--- config.mk ---
export PLATFORM = sky130hd
export DESIGN_NAME = romulus_do_fifo
export DESIGN_NICKNAME = d
export VERILOG_FILES = /design/src/rtl/romulus_do_fifo.sv
export SDC_FILE = /design/constraint.sdc
export NUM_CORES = 1
export LEC_CHECK = 0
export CELL_PAD_IN_SITES_DETAIL_PLACEMENT = 1
export CELL_PAD_IN_SITES_GLOBAL_PLACEMENT = 1
export CORE_MARGIN = 2
export CORE_UTILIZATION = 46
export DETAILED_ROUTE_END_ITERATION = 12
export HOLD_SLACK_MARGIN = 0.1
export PLACE_DENSITY = 0.78
export RECOVER_POWER = 50
export SETUP_SLACK_MARGIN = 0.05
export SLEW_MARGIN = 20
export SYNTH_ARGS = -nofsm -noshare
export SYNTH_HDL_FRONTEND = slang
export SYNTH_SLANG_ARGS = --single-unit
--- constraint.sdc ---
create_clock -name clk -period 4.1 [get_ports clk]
set_clock_uncertainty 0.15 [all_clocks]
set_input_delay 0.82 -clock clk [delete_from_list [all_inputs] [get_ports clk]]
set_output_delay 0.82 -clock clk [all_outputs]
set_load 0.03 [all_outputs]
--- src/rtl/romulus_do_fifo.sv ---
// romulus_do_fifo: output FIFO between the LWC do_* port and the host.
// Ports: in_* from LWC, out_* to host, store_fwd mode, level/msg_pending status.
module romulus_do_fifo #(
  parameter int BUSW  = 32,
  parameter int DEPTH = 8,
  parameter int AW    = 3
) (
  input  logic            clk,
  input  logic            rst,
  input  logic [BUSW-1:0] in_data,
  input  logic            in_valid,
  input  logic            in_last,
  output logic            in_ready,
  output logic [BUSW-1:0] out_data,
  output logic            out_last,
  output logic            out_valid,
  input  logic            out_ready,
  input  logic            store_fwd,
  output logic [AW:0]     level,
  output logic [AW:0]     msg_pending
);

  localparam logic [AW:0] LFULL = (AW+1)'(DEPTH);

  logic [BUSW:0]   r_mem [DEPTH];
  logic [AW-1:0]   r_wr_ptr;
  logic [AW-1:0]   r_rd_ptr;
  logic [AW:0]     r_level;
  logic [AW:0]     r_msg;
  logic            r_live;
  logic            r_hold;

  logic            w_full;
  logic            w_empty;
  logic            w_push;
  logic            w_pop;
  logic [BUSW:0]   w_head;
  logic            w_inc;
  logic            w_dec;

  assign w_full  = (r_level == LFULL);
  assign w_empty = (r_level == '0);
  assign w_head  = r_mem[r_rd_ptr];

  // Ready is registered-state only; a pop cannot free space same cycle.
  assign in_ready = r_live & ~w_full;

  // Hold keeps a presented word valid even if store_fwd rises.
  always_comb begin
    out_valid = 1'b0;
    if (!w_empty) begin
      out_valid = ~store_fwd | r_hold | (r_msg != '0) | w_full;
    end
  end

  assign out_data = w_empty ? '0 : w_head[BUSW-1:0];
  assign out_last = w_empty ? 1'b0 : w_head[BUSW];

  assign w_push = in_valid & in_ready;
  assign w_pop  = out_valid & out_ready;
  assign w_inc  = w_push & in_last;
  assign w_dec  = w_pop & w_head[BUSW];

  assign level       = r_level;
  assign msg_pending = r_msg;

  always_ff @(posedge clk) begin
    if (w_push) begin
      r_mem[r_wr_ptr] <= {in_last, in_data};
    end
  end

  always_ff @(posedge clk or negedge rst) begin
    if (!rst) begin
      r_wr_ptr <= '0;
      r_rd_ptr <= '0;
      r_level  <= '0;
      r_msg    <= '0;
      r_live   <= 1'b0;
      r_hold   <= 1'b0;
    end else begin
      r_live <= 1'b1;
      if (w_push) begin
        r_wr_ptr <= r_wr_ptr + 1'b1;
      end
      if (w_pop) begin
        r_rd_ptr <= r_rd_ptr + 1'b1;
      end
      unique case ({w_push, w_pop})
        2'b10:   r_level <= r_level + 1'b1;
        2'b01:   r_level <= r_level - 1'b1;
        default: r_level <= r_level;
      endcase
      unique case ({w_inc, w_dec})
        2'b10:   r_msg <= r_msg + 1'b1;
        2'b01:   r_msg <= r_msg - 1'b1;
        default: r_msg <= r_msg;
      endcase
      if (w_pop) begin
        r_hold <= 1'b0;
      end else if (out_valid && !out_ready) begin
        r_hold <= 1'b1;
      end
    end
  end

endmodule

==> flow_summary.toml <==
[setup_path]
crit_required_ns = 3.13
r2r_slack_ns = 0.47
critPathKind = "reg2out"
cp-start-kind = "flop"
crit_fanout = 47
end_kind = "output pin"
critPathArrivalTime_ns = 2.91

[sta]
final_max_slew_viol_count = 0
setup_viol = 0
min_period_ns = 3.884
finalSetupTns_ns = 0
max_freq_mhz = 257.5
fin_crit_sh_pct = 94.72
hold_viol_final = 0
max_slew_margin_pct = 26.64
rsz0062_at_grt = "no"
worst_pin_slew_ns = 1.096

[clock_tree]
ctsRootBufferMaster = "clkbuf_16"
clock_path_buffers = 3
htree_num_levels = 1
holdBufCountCts = 0
clk_latency_ns = 0.53
cts_tree = "done"
clkTransAtPathRegs_ns = 0.06
cts_buffers = 30
post_cts_resize_count = 0
cts_sinks = 280
postCtsSetupBuffers = 0

[routing]
avgRoutedWirePerCell_um = 24.11
wirelength_um = 23290
vias = 5286
vias_per_cell = 5.472
final_antenna_net_count = 0
drt_iter0_drc = 324
drt_pre_antenna_iters = 5
drc_errors = 0

[final_layout]
drive_above_1_share_pct = 23.68
layout_common_cells = "edfxtp_1, mux4_2, clkdlybuf4s50_1"
fin_area_um2 = 13410
fin_cells = 966
fin_nets = 668
fin_util_pct = 57.13
syn_to_final_growth_pct = 21.75
final_common_cell = "edfxtp_1"

[min_path]
hp-class = "reg2reg"

[placement]
place_hpwl_um = 13900
port_buffers = 80
place.gp.congestion = 0.6930
dpl.cell_count = 909
dpl_cell_area_um2 = 12370

[logic_synthesis]
synthArstFlopShare_pct = 5.714
avgSynthCellArea_um2 = 21.55
synth-edff-count = 264
synth-seq-area-share_pct = 75.61
synthFlopType = "edfxtp_1"
syn_area_um2 = 11010
synthCells = 511
synth.distinct_cells = 34
yosysWarnings = 0
syn_nets = 557
ys_ff_latch = 280

[global_routing]
grt_max_degree = 48
antenna_found_initial = 1
grtUsageTotal_pct = 19.09
first_global_vias = 6027
overflow = 0
grt_pass1_wl_um = 36700

[run]
maxCapViolCount = 0

[run_status]
outcome = "finished, final reports clean"

[power]
max-vdd-ir-drop_mv = 0.4973
clkPwrFrac_pct = 28.4
fin_total_pwr_mw = 10.20
power_frac_seq_pct = 37.1
power_density_nw_per_um2 = 760.3
power.switching_mw = 3.293
p_int_mw = 6.903
p_comb_share_pct = 34.5
p_sw_share_pct = 32.30
p_leak_nw = 4.473

[floorplan]
initial_utilization_pct = 46.92
io_pins = 81
std_cell_rows = 56
die_area_um2 = 25200
die_y_um = 158.7
core-area_um2 = 23470
die_w_um = 158.7
[worst max-delay path, cell delays in order (launching register included)]
cell	delay, ns
dfrtp_4	0.89
buf_12	0.27
mux4_2	0.32
mux2i_1	0.16
nor2_1	0.07
clkdlybuf4s50_1	0.63
[power by group through the flow]
| stage | logic [mW] | clock network, mW | registers [mW] |
|---|---|---|---|
| floorplan | 2.45 | 0 | 3.67 |
| global placement | 3.52 | 0 | 3.81 |
| detailed placement | 3.60 | 0 | 3.84 |
| CTS | 3.62 | 2.94 | 3.78 |
| global route | 3.76 | 3.05 | 3.82 |
| finish | 3.52 | 2.90 | 3.78 |
[Yosys cell counts (all sizes together), types with 2 or more instances]
cell	instances	share of area, %
nand2	7	0.24
nor4bb	2	0.18
nor2	42	1.4
edfxtp	264	72
buf	17	1.2
mux4	66	13
nor3b	2	0.14
dfrtp	16	3.6
nand2b	5	0.28
ha	8	0.91
xor2	9	0.72
xnor2	5	0.40
clkbuf	7	0.24
mux2i	33	3.0
mux2	5	0.55
inv	2	0.068
nor3	3	0.14
a21oi	6	0.31
[cells by family (layout without fill, tap and decap cells)]
family / Yosys count / after routing / synth area share (%)
flip-flops: 280 / 280 / 75.61
multiplexers: 104 / 104 / 17.04
AND/OR/NAND/NOR: 66 / 66 / 2.965
buffers and inverters: 26 / 161 / 1.477
XOR/XNOR: 14 / 14 / 1.113
AO/OA/AOI/OAI: 12 / 12 / 0.8521
adder cells (fa/ha/maj): 8 / 8 / 0.9088
other: 1 / 2 / 0.03405
[stage by stage]
step,worst slack (ns),hold WS (ns)
global placement,0.6838,0.3392
finish,0.2163,0.3753
CTS,0.2086,0.3798
global route,0.05898,0.3966
detailed placement,0.6121,0.3655
floorplan,0.8390,0.3298
[per-layer routing]
layer / GRT usage [%] / wire [um] / part of all wire (%) / up-vias
met2: 33.29 / 12290 / 53 / 151
met5: 0 / 0 / 0 / -
met1: 25.01 / 9545 / 41 / 2795
met3: 3.109 / 1022 / 4.4 / 32
li1: - / - / - / 2308
met4: 5.213 / 439 / 1.9 / 0
[area by class of cell]
class                   instances  area [um^2]
inverters                       2        7.507
repair buffers                103         1032
multi-input cells             205         2547
clock inverters                21        294.0
well taps                     319        399.1
flip-flops and latches        280         8337
diodes                          1        2.502
fillers                      2043        10060
clock buffers                  35        790.8
[registers in the layout, summed over array words and instances, names as in the netlist]
name and flops:
level 4, msg_pending 4, r_hold 1, r_live 1
r_mem 264, r_rd_ptr 3, r_wr_ptr 3
[path summary, 6_finish.rpt]
kind	start	to	cells past startpoint
min in group asynchronous	rst	level[1]	1
setup reg to reg	level[1]	msg_pending[2]	11
hold / removal	r_wr_ptr[0]	r_wr_ptr[0]	1
max in group asynchronous	rst	r_rd_ptr[0]	1
hold reg to reg	r_wr_ptr[0]	r_wr_ptr[0]	1
setup / recovery	r_rd_ptr[1]	out_data[7]	5
Power figures use the tool's default switching activity.
